`src/rtl/pio_arb_if.sv`:
```
// rtl/pio_arb_if.sv - PIO arbiter bus: two-master command/read-return side and downstream PIO command port.
interface pio_arb_if #(
  parameter int ADDR_W = 16,
  parameter int DATA_W = 32
) ();
  logic [1:0]          m_req;
  logic [1:0]          m_rw;
  logic [2*ADDR_W-1:0] m_addr;
  logic [2*DATA_W-1:0] m_wdata;
  logic [1:0]          m_gnt;
  logic [1:0]          m_rd_vld;
  logic [DATA_W-1:0]   m_rd_data;
  logic                m_rd_err;
  logic                s_cmd_vld;
  logic                s_rw;
  logic [ADDR_W-1:0]   s_addr;
  logic [DATA_W-1:0]   s_data_w;
  logic                s_rd_vld;
  logic [DATA_W-1:0]   s_data_r;
  logic                busy;

  modport slave (
    input  m_req, m_rw, m_addr, m_wdata, s_rd_vld, s_data_r,
    output m_gnt, m_rd_vld, m_rd_data, m_rd_err, s_cmd_vld, s_rw, s_addr, s_data_w, busy
  );

  modport master (
    output m_req, m_rw, m_addr, m_wdata, s_rd_vld, s_data_r,
    input  m_gnt, m_rd_vld, m_rd_data, m_rd_err, s_cmd_vld, s_rw, s_addr, s_data_w, busy
  );
endinterface

```
`src/rtl/pio_arb.sv`:
```
// rtl/pio_arb.sv - two-master round-robin PIO arbiter, one command outstanding.
// Optional read timeout enabled by defining PIO_ARB_TIMEOUT_EN.
module pio_arb #(
  parameter int ADDR_W     = 16,
  parameter int DATA_W     = 32,
  parameter int TMO_CYCLES = 16
) (
  input logic      clk,
  input logic      reset,
  pio_arb_if.slave bus
);

  localparam logic [1:0] IDLE    = 2'd0;
  localparam logic [1:0] ISSUE   = 2'd1;
  localparam logic [1:0] WAIT_RD = 2'd2;

  localparam logic [DATA_W-1:0] TMO_DATA = DATA_W'(32'hDEAD_BEEF);

  if (TMO_CYCLES < 1) begin : g_tmo_chk
    $error("pio_arb: TMO_CYCLES must be at least 1");
  end

  logic [1:0]        state_q, state_d;
  logic              rr_q, rr_d;
  logic              owner_q, owner_d;
  logic [1:0]        gnt_q, gnt_d;
  logic [1:0]        rd_vld_q, rd_vld_d;
  logic [DATA_W-1:0] rd_data_q, rd_data_d;
  logic              cmd_vld_q, cmd_vld_d;
  logic              rw_q, rw_d;
  logic [ADDR_W-1:0] addr_q, addr_d;
  logic [DATA_W-1:0] wdata_q, wdata_d;
  logic              win;
  logic              tmo_hit;

  // rr_q names the master that wins when both request
  always_comb begin
    win = (bus.m_req == 2'b11) ? rr_q : bus.m_req[1];
  end

  always_comb begin
    state_d   = state_q;
    rr_d      = rr_q;
    owner_d   = owner_q;
    gnt_d     = 2'b00;
    rd_vld_d  = 2'b00;
    rd_data_d = rd_data_q;
    cmd_vld_d = 1'b0;
    rw_d      = rw_q;
    addr_d    = addr_q;
    wdata_d   = wdata_q;
    case (state_q)
      IDLE: begin
        if (|bus.m_req) begin
          owner_d   = win;
          rr_d      = ~win;
          gnt_d     = win ? 2'b10 : 2'b01;
          cmd_vld_d = 1'b1;
          rw_d      = win ? bus.m_rw[1] : bus.m_rw[0];
          addr_d    = win ? bus.m_addr[2*ADDR_W-1:ADDR_W] : bus.m_addr[ADDR_W-1:0];
          wdata_d   = win ? bus.m_wdata[2*DATA_W-1:DATA_W] : bus.m_wdata[DATA_W-1:0];
          state_d   = ISSUE;
        end
      end
      ISSUE: begin
        state_d = rw_q ? IDLE : WAIT_RD;
      end
      WAIT_RD: begin
        if (bus.s_rd_vld || tmo_hit) begin
          rd_vld_d  = owner_q ? 2'b10 : 2'b01;
          rd_data_d = bus.s_rd_vld ? bus.s_data_r : TMO_DATA;
          state_d   = IDLE;
        end
      end
      default: state_d = IDLE;
    endcase
  end

  always_ff @(posedge clk or posedge reset) begin
    if (reset) begin
      state_q   <= IDLE;
      rr_q      <= 1'b0;
      owner_q   <= 1'b0;
      gnt_q     <= 2'b00;
      rd_vld_q  <= 2'b00;
      rd_data_q <= '0;
      cmd_vld_q <= 1'b0;
      rw_q      <= 1'b0;
      addr_q    <= '0;
      wdata_q   <= '0;
    end else begin
      state_q   <= state_d;
      rr_q      <= rr_d;
      owner_q   <= owner_d;
      gnt_q     <= gnt_d;
      rd_vld_q  <= rd_vld_d;
      rd_data_q <= rd_data_d;
      cmd_vld_q <= cmd_vld_d;
      rw_q      <= rw_d;
      addr_q    <= addr_d;
      wdata_q   <= wdata_d;
    end
  end

`ifdef PIO_ARB_TIMEOUT_EN
  localparam int CW = $clog2(TMO_CYCLES + 1);

  logic [CW-1:0] cnt_q, cnt_d;
  logic          rd_err_q, rd_err_d;

  assign tmo_hit = (state_q == WAIT_RD) && (cnt_q == CW'(TMO_CYCLES - 1));

  // A real return in the expiry cycle wins over the timeout
  always_comb begin
    cnt_d    = '0;
    rd_err_d = 1'b0;
    if (state_q == WAIT_RD) begin
      cnt_d    = cnt_q + CW'(1);
      rd_err_d = tmo_hit && !bus.s_rd_vld;
    end
  end

  always_ff @(posedge clk or posedge reset) begin
    if (reset) begin
      cnt_q    <= '0;
      rd_err_q <= 1'b0;
    end else begin
      cnt_q    <= cnt_d;
      rd_err_q <= rd_err_d;
    end
  end

  assign bus.m_rd_err = rd_err_q;
`else
  assign tmo_hit      = 1'b0;
  assign bus.m_rd_err = 1'b0;
`endif

  assign bus.m_gnt     = gnt_q;
  assign bus.m_rd_vld  = rd_vld_q;
  assign bus.m_rd_data = rd_data_q;
  assign bus.s_cmd_vld = cmd_vld_q;
  assign bus.s_rw      = rw_q;
  assign bus.s_addr    = addr_q;
  assign bus.s_data_w  = wdata_q;
  assign bus.busy      = (state_q != IDLE);

endmodule

```
`src/flat_wrapper.sv`:
```
// flat-port wrapper written by rule: the top's interface ports become plain ports
module pio_arb_flat 
#(
  parameter int ADDR_W     = 16,
  parameter int DATA_W     = 32,
  parameter int TMO_CYCLES = 16
)
  (clk, reset, bus_m_req, bus_m_rw, bus_m_addr, bus_m_wdata, bus_s_rd_vld, bus_s_data_r, bus_m_gnt, bus_m_rd_vld, bus_m_rd_data, bus_m_rd_err, bus_s_cmd_vld, bus_s_rw, bus_s_addr, bus_s_data_w, bus_busy);
  pio_arb_if #(.ADDR_W(ADDR_W), .DATA_W(DATA_W)) bus_i ();
  input logic clk;
  input logic reset;
  input wire logic [$bits(bus_i.m_req)-1:0] bus_m_req;
  input wire logic [$bits(bus_i.m_rw)-1:0] bus_m_rw;
  input wire logic [$bits(bus_i.m_addr)-1:0] bus_m_addr;
  input wire logic [$bits(bus_i.m_wdata)-1:0] bus_m_wdata;
  input wire logic [$bits(bus_i.s_rd_vld)-1:0] bus_s_rd_vld;
  input wire logic [$bits(bus_i.s_data_r)-1:0] bus_s_data_r;
  output wire logic [$bits(bus_i.m_gnt)-1:0] bus_m_gnt;
  output wire logic [$bits(bus_i.m_rd_vld)-1:0] bus_m_rd_vld;
  output wire logic [$bits(bus_i.m_rd_data)-1:0] bus_m_rd_data;
  output wire logic [$bits(bus_i.m_rd_err)-1:0] bus_m_rd_err;
  output wire logic [$bits(bus_i.s_cmd_vld)-1:0] bus_s_cmd_vld;
  output wire logic [$bits(bus_i.s_rw)-1:0] bus_s_rw;
  output wire logic [$bits(bus_i.s_addr)-1:0] bus_s_addr;
  output wire logic [$bits(bus_i.s_data_w)-1:0] bus_s_data_w;
  output wire logic [$bits(bus_i.busy)-1:0] bus_busy;
  assign bus_i.m_req = bus_m_req;
  assign bus_i.m_rw = bus_m_rw;
  assign bus_i.m_addr = bus_m_addr;
  assign bus_i.m_wdata = bus_m_wdata;
  assign bus_i.s_rd_vld = bus_s_rd_vld;
  assign bus_i.s_data_r = bus_s_data_r;
  assign bus_m_gnt = bus_i.m_gnt;
  assign bus_m_rd_vld = bus_i.m_rd_vld;
  assign bus_m_rd_data = bus_i.m_rd_data;
  assign bus_m_rd_err = bus_i.m_rd_err;
  assign bus_s_cmd_vld = bus_i.s_cmd_vld;
  assign bus_s_rw = bus_i.s_rw;
  assign bus_s_addr = bus_i.s_addr;
  assign bus_s_data_w = bus_i.s_data_w;
  assign bus_busy = bus_i.busy;
  pio_arb #(.ADDR_W(ADDR_W), .DATA_W(DATA_W), .TMO_CYCLES(TMO_CYCLES)) u_core (.clk(clk), .reset(reset), .bus(bus_i));
endmodule
```
`config.mk`:
```
export PLATFORM = sky130hd
export DESIGN_NAME = pio_arb_flat
export DESIGN_NICKNAME = d
export VERILOG_FILES = /design/src/rtl/pio_arb_if.sv /design/src/rtl/pio_arb.sv /design/src/flat_wrapper.sv
export SDC_FILE = /design/constraint.sdc
export NUM_CORES = 1
export LEC_CHECK = 0
export CAP_MARGIN = 10
export CORE_AREA = 2 2 91 128
export DETAILED_ROUTE_END_ITERATION = 12
export DIE_AREA = 0 0 93 130
export PLACE_DENSITY = 0.8
export SYNTH_ARGS = -nofsm -noshare
export SYNTH_HDL_FRONTEND = slang
export SYNTH_SLANG_ARGS = --single-unit
```
`constraint.sdc`:
```
create_clock -name clk -period 3.7 [get_ports clk]
set_input_delay 0.555 -clock clk [delete_from_list [all_inputs] [get_ports clk]]
set_output_delay 0.555 -clock clk [all_outputs]
set_load 0.05 [all_outputs]
```
==> run_results.csv, run 1 <==
group,metric,value,unit
synthesis,synthTopCellsByArea,"dfrtp_1 52%, a31oi_2 14%, mux2_2 8.4%",
setup_path,path_cells,"clkdlybuf4s50_1 -> or2_2 -> and2_2 -> buf_4 -> a21boi_1",
finish,antenna_cells,0,
synthesis,ys_seq_elements,90,
synthesis,syn_nets,519,
synthesis,yosys.area_share.simple,0.0733,
floorplan,rows,46,
sta,maxSlewHeadroom,0.310,
synthesis,synth_compound_area_frac,0.262,
setup_path,rrSetupSlack,1670,ps
synthesis,synth_top_family_by_area,"compound AO/OA/AOI/OAI gates",
detailed_routing,drtAntennaViolNets,0,
clock_network,path_clk_slew,70,ps
synthesis,yosysSeqAreaShare,0.523,
finish,fillCellCount,925,
setup_path,timing.rr.start,"u_core.state_q[0]",
synthesis,synthXorXnorAreaFrac,0,
power_and_ir_drop,p_per_area,996,mW/mm^2
setup_path,end_kind,"register",
finish,layout_common_cells,"220 x clkdlybuf4s50_1, 90 x dfrtp_1, 50 x o21ai_0, 50 x nand3_1",
setup_path,path_max_fanout,51,
setup_path,r2r-end,"u_core.bus.m_gnt[0]",
global_routing,grtUsageMet3,0.0358,
power_and_ir_drop,vdd_drop_max,587,uV
sta,hold_ws,439,ps
global_routing,antenna_found_initial,0,
synthesis,muxShareOfSynthArea,0.0837,
global_routing,grt_max_degree,53,
floorplan,start_util,0.389,
worst_hold_path,min-delay-start,"u_core.owner_q",
clock_network,cts_resized,0,
clock_network,cts_made_buffers,9,
clock_network,cts_sinks,90,
clock_network,cts_root_buffer,"clkbuf_16",
sta,tightestPinTransition,1040,ps
global_routing,grtUsageMet2,0.379,
global_routing,grt_pass1_vias,4025,
place,gp_congestion,0.815,
setup_path,critPathLaunchType,"input pin",
setup_path,worst_path_max_delay_cell,"or2_2",
place,io_buffers,221,
clock_network,clkLatencyLatePin,330,ps
worst_hold_path,worstHoldEndpoint,"u_core.bus.m_rd_vld[0]",
global_routing,grt_use_total,0.206,
sta,fin_crit_sh,0.684,
finish,layout-drive-gt1-share,0.191,
sta,finalSetupViolCount,0,
finish,layout_commonest_cell,"clkdlybuf4s50_1",
synthesis,synth_top_area_frac,0.523,
detailed_routing,routed-via-count,3826,
synthesis,synth-edff-count,0,
detailed_routing,drt_iter0_drc,132,
synthesis,yosys_warnings,0,
finish,area_delta_synth_final,59.2,%
sta,fmaxAchievable,395,MHz
global_routing,grt_remaining_overflow,0,
setup_path,arrival,2780,ps
detailed_routing,firstDrtPassIters,4,
sta,finalClockSkew,5.07,ps
floorplan,ioPinCount,223,
place,hpwl,8.93,mm
finish,final_nets,716,
power_and_ir_drop,p_leak,2.61,nW
sta,post-route-min-period,2530,ps
job,drv_cap,0,
detailed_routing,drcViolationCount,0,
synthesis,synth_cell_types,24,
synthesis,async_flop_share,1.00,
setup_path,rr_worst_depth,5,
clock_network,htreeDepth,3,
global_routing,grt_util_met1,0.233,
floorplan,die_y,130,um
floorplan,dieArea,0.0121,sq mm
global_routing,grt_first_pass_wirelength,19.4,mm
setup_path,cp-startpoint,"bus_m_req[0]",
worst_hold_path,hp-class,"register to register",
synthesis,syn_inst,384,
sta,rsz0062_at_grt,"false",
synthesis,avgSynthCellArea,11.2,sq um
detailed_routing,viasPerCell,5.24,
clock_network,cts_setup_buffers,0,
setup_path,crit_type,"input pin to register",
sta,drv_slew,0,
sta,tns,0,ps
run_status,outcome,"complete, no violations",
floorplan,die_x,93,um
synthesis,synthFlopType,"dfrtp_1",
synthesis,netlist_area,0.00430,sq mm
clock_network,cts_tree,"yes",
worst_hold_path,min_path_cells,1,
synthesis,synth-adder-area-share,0,
detailed_routing,drt-total-wl,12.7,mm
setup_path,max_stage_delay,790,ps
clock_network,clk_path_buf_depth,2,
clock_network,postCtsHoldBufs,0,
floorplan,core-area,0.0111,sq mm
global_routing,top_usage_layer,"met2",
sta,hold_violations,0,
detailed_routing,wire_per_inst,17.4,um
setup_path,timing.critical_path.required,3950,ps
synthesis,yosysTopAreaCell,"dfrtp_1",
-- metrics by stage --
| step | worst slack, ps | power, mW | instance area [sq um] | cells | util |
|---|---|---|---|---|---|
| floorplan | 810 | 4.57 | 4300 | 384 | - |
| global placement | 881 | 5.83 | 6540 | 714 | 0.592 |
| detailed placement | 815 | 5.93 | 6540 | 714 | 0.592 |
| CTS | 1170 | 6.88 | 6850 | 730 | 0.620 |
| global route | 1010 | 7.14 | 6850 | 730 | 0.620 |
| finish | 1170 | 6.82 | 6850 | 730 | 0.620 |
-- logic make-up after synthesis --
family / Yosys count
AO/OA/AOI/OAI: 151
buffers and inverters: 48
flip-flops: 90
multiplexers: 32
other: 1
AND/OR/NAND/NOR: 62
-- Yosys cell counts (2+ instances only) --
master    count
a21oi_1      49
a31oi_2      49
and2_1        2
buf_2         4
buf_6         7
clkbuf_1     30
dfrtp_1      90
inv_1         4
mux2_2       32
nand2b_1      2
nand3_1      50
nor2_1        4
o21ai_0      50
-- area by class of cell --
class / instances / area (sq um) / area share
Tap cell: 144 / 180 / 0.0263
Inverter: 5 / 20.0 / 0.00292
Timing Repair Buffer: 229 / 2270 / 0.331
Multi-Input combinational cell: 246 / 1820 / 0.266
Sequential cell: 90 / 2250 / 0.329
Clock buffer: 10 / 239 / 0.0349
Clock inverter: 6 / 72.6 / 0.0106
-- registers in the layout (all words and copies together) (netlist names) --
register / cells
u_core.bus.s_addr: 16
u_core.bus.m_gnt: 2
u_core.rr_q: 1
u_core.owner_q: 1
u_core.bus.s_rw: 1
u_core.state_q: 2
u_core.bus.s_cmd_vld: 1
u_core.bus.m_rd_vld: 2
u_core.bus.s_data_w: 32
u_core.bus.m_rd_data: 32
-- critical path, delay by kind of cell --
| kind | cells | cell delay [ps] |
|---|---|---|
| buf+inv | 2 | 910 |
| simple gates | 2 | 1080 |
| compound gates | 1 | 210 |
-- how the worst max path moves through the flow --
stage,depth (start not counted),slack [ps],to
after floorplan,1,810,u_core.bus.m_gnt[0]
after global placement,5,880,u_core.bus.m_gnt[0]
after global routing,5,1010,u_core.bus.m_gnt[0]
final,5,1170,u_core.bus.m_gnt[0]
after detailed placement,5,810,u_core.bus.m_gnt[0]
after CTS,5,1170,u_core.bus.s_data_w[21]
-- power by group --
part	switching (mW)	leakage, nW	internal (mW)
Combinational	2.66	1.41	1.46
Clock	0.392	0.150	0.550
Sequential	0.282	1.05	1.48
-- layer usage --
layer / vias to the layer above / share of wire
met5: - / 0
met4: 0 / 0.025
met3: 23 / 0.061
met2: 160 / 0.52
met1: 1846 / 0.39
li1: 1797 / -
Power figures use the tool's default switching activity.
==> inputs of run 2 (changes only) <==
==> constraint.sdc (replaced) <==
create_clock -name clk -period 2.6 [get_ports clk]
set_input_delay 0.39 -clock clk [delete_from_list [all_inputs] [get_ports clk]]
set_output_delay 0.39 -clock clk [all_outputs]
set_load 0.05 [all_outputs]
==> run_results.csv, run 2 (synthesized netlist as in run 1, its figures left out) <==
group,metric,value,unit
run_status,outcome,"complete, no violations",
global_routing,grtUsageMet3,0.0312,
global_routing,top_usage_layer,"met2",
detailed_routing,drcViolationCount,0,
setup_path,timing.rr.start,"u_core.state_q[0]",
place,io_buffers,221,
global_routing,grt_first_pass_wirelength,19.3,mm
clock_network,cts_sinks,90,
sta,maxSlewHeadroom,0.518,
place,hpwl,9.44,mm
power_and_ir_drop,p_per_area,1400,mW/mm^2
setup_path,cp_top_family,"buffers and inverters",
setup_path,timing.critical_path.required,2210,ps
floorplan,dieArea,0.0121,sq mm
sta,rsz0062_at_grt,"false",
sta,finalClockSkew,8.01,ps
detailed_routing,drtAntennaViolNets,0,
clock_network,cts_resized,0,
detailed_routing,drt-total-wl,12.8,mm
place,dpl_cell_area,0.00662,sq mm
detailed_routing,routed-via-count,3873,
global_routing,grtUsageMet2,0.375,
setup_path,rrSetupSlack,840,ps
finish,final_nets,721,
global_routing,grt_remaining_overflow,0,
clock_network,clk_path_buf_depth,2,
clock_network,htreeDepth,3,
sta,post-route-min-period,2130,ps
setup_path,path_cells,"nor2_4 -> inv_1 -> clkdlybuf4s50_1",
sta,tightestPinTransition,722,ps
setup_path,r2r-end,"u_core.bus.s_data_w[4]",
power_and_ir_drop,p_leak,2.63,nW
sta,drv_slew,0,
sta,tns,0,ps
floorplan,core-area,0.0111,sq mm
setup_path,crit_type,"register to output port",
detailed_routing,wire_per_inst,17.4,um
finish,layout_common_cells,"220 x clkdlybuf4s50_1, 90 x dfrtp_1, 50 x o21ai_0, 50 x nand3_1",
setup_path,rr_worst_depth,4,
global_routing,grt_pass1_vias,3896,
clock_network,cts_root_buffer,"clkbuf_16",
clock_network,cts_setup_buffers,0,
floorplan,ioPinCount,223,
worst_hold_path,min_path_cells,1,
detailed_routing,firstDrtPassIters,4,
finish,layout_commonest_cell,"clkdlybuf4s50_1",
floorplan,die_y,130,um
finish,antenna_cells,0,
power_and_ir_drop,vdd_drop_max,847,uV
clock_network,clkLatencyLatePin,330,ps
setup_path,worst_path_max_delay_cell,"clkdlybuf4s50_1",
global_routing,grt_max_degree,52,
clock_network,cts_tree,"yes",
finish,area_delta_synth_final,60.1,%
floorplan,start_util,0.389,
setup_path,max_stage_delay,700,ps
floorplan,rows,46,
worst_hold_path,hp-class,"register to register",
sta,fmaxAchievable,470,MHz
setup_path,critPathLaunchType,"register",
sta,fin_crit_sh,0.818,
setup_path,arrival,1740,ps
worst_hold_path,min-delay-start,"u_core.owner_q",
floorplan,die_x,93,um
job,drv_cap,0,
finish,layout-drive-gt1-share,0.195,
global_routing,grt_use_total,0.205,
place,gp_congestion,0.789,
setup_path,critical_path_buf_inv_count,2,
setup_path,path_max_fanout,5,
global_routing,grt_util_met1,0.243,
worst_hold_path,worstHoldEndpoint,"u_core.bus.m_rd_vld[0]",
clock_network,cts_made_buffers,9,
clock_network,path_clk_slew,70,ps
setup_path,end_kind,"output port",
detailed_routing,drt_iter0_drc,247,
detailed_routing,viasPerCell,5.27,
sta,hold_violations,0,
finish,fin_area,0.00689,sq mm
global_routing,antenna_found_initial,0,
clock_network,postCtsHoldBufs,0,
sta,finalSetupViolCount,0,
[run 2: how the worst max path moves through the flow]
stage	startpoint	endpoint	slack, ps	depth (start not counted)
global route	u_core.state_q[0]	bus_busy	420	3
finish	u_core.state_q[0]	bus_busy	470	3
global placement	bus_m_req[0]	u_core.bus.s_data_w[2]	500	5
floorplan	u_core.state_q[0]	bus_busy	990	3
detailed placement	bus_m_req[0]	u_core.bus.s_data_w[4]	450	5
CTS	u_core.state_q[0]	bus_busy	450	3
[run 2: cell type report]
class / count / area [sq um]
fill: 891 / 4160
timing repair buffer: 234 / 2340
sequential: 90 / 2250
multi-input combinational: 246 / 1820
clock buffer: 12 / 246
tap: 144 / 180
clock inverter: 4 / 27.5
inverter: 5 / 22.5
[run 2: per-stage QoR]
stage                     std cells  power (mW)  hold slack, ps   util  setup slack, ps
after floorplan                 384        6.51             403      -              993
final                           735        9.64             439  0.624              474
after CTS                       735        9.72             434  0.624              452
after global placement          719        8.39             413  0.599              505
after detailed placement        719        8.52             420  0.599              450
after global routing            735        10.1             458  0.624              416
[run 2: worst register-to-register path, cell delays in order, from the launching register on]
cell	delay, ps
dfrtp_1	420
nor2_4	220
and2_2	510
buf_4	350
a31oi_2	130
[run 2: routing by layer]
layer,up-vias,part of all wire
met5,-,0
met4,0,0.017
met3,19,0.063
met2,187,0.52
met1,1861,0.40
li1,1806,-
[run 2: report_power, final]
group | internal (mW) | leakage (nW) | switching, mW
sequential | 2.10 | 1.05 | 0.405
combinational | 2.13 | 1.45 | 3.81
clock | 0.674 | 0.137 | 0.517
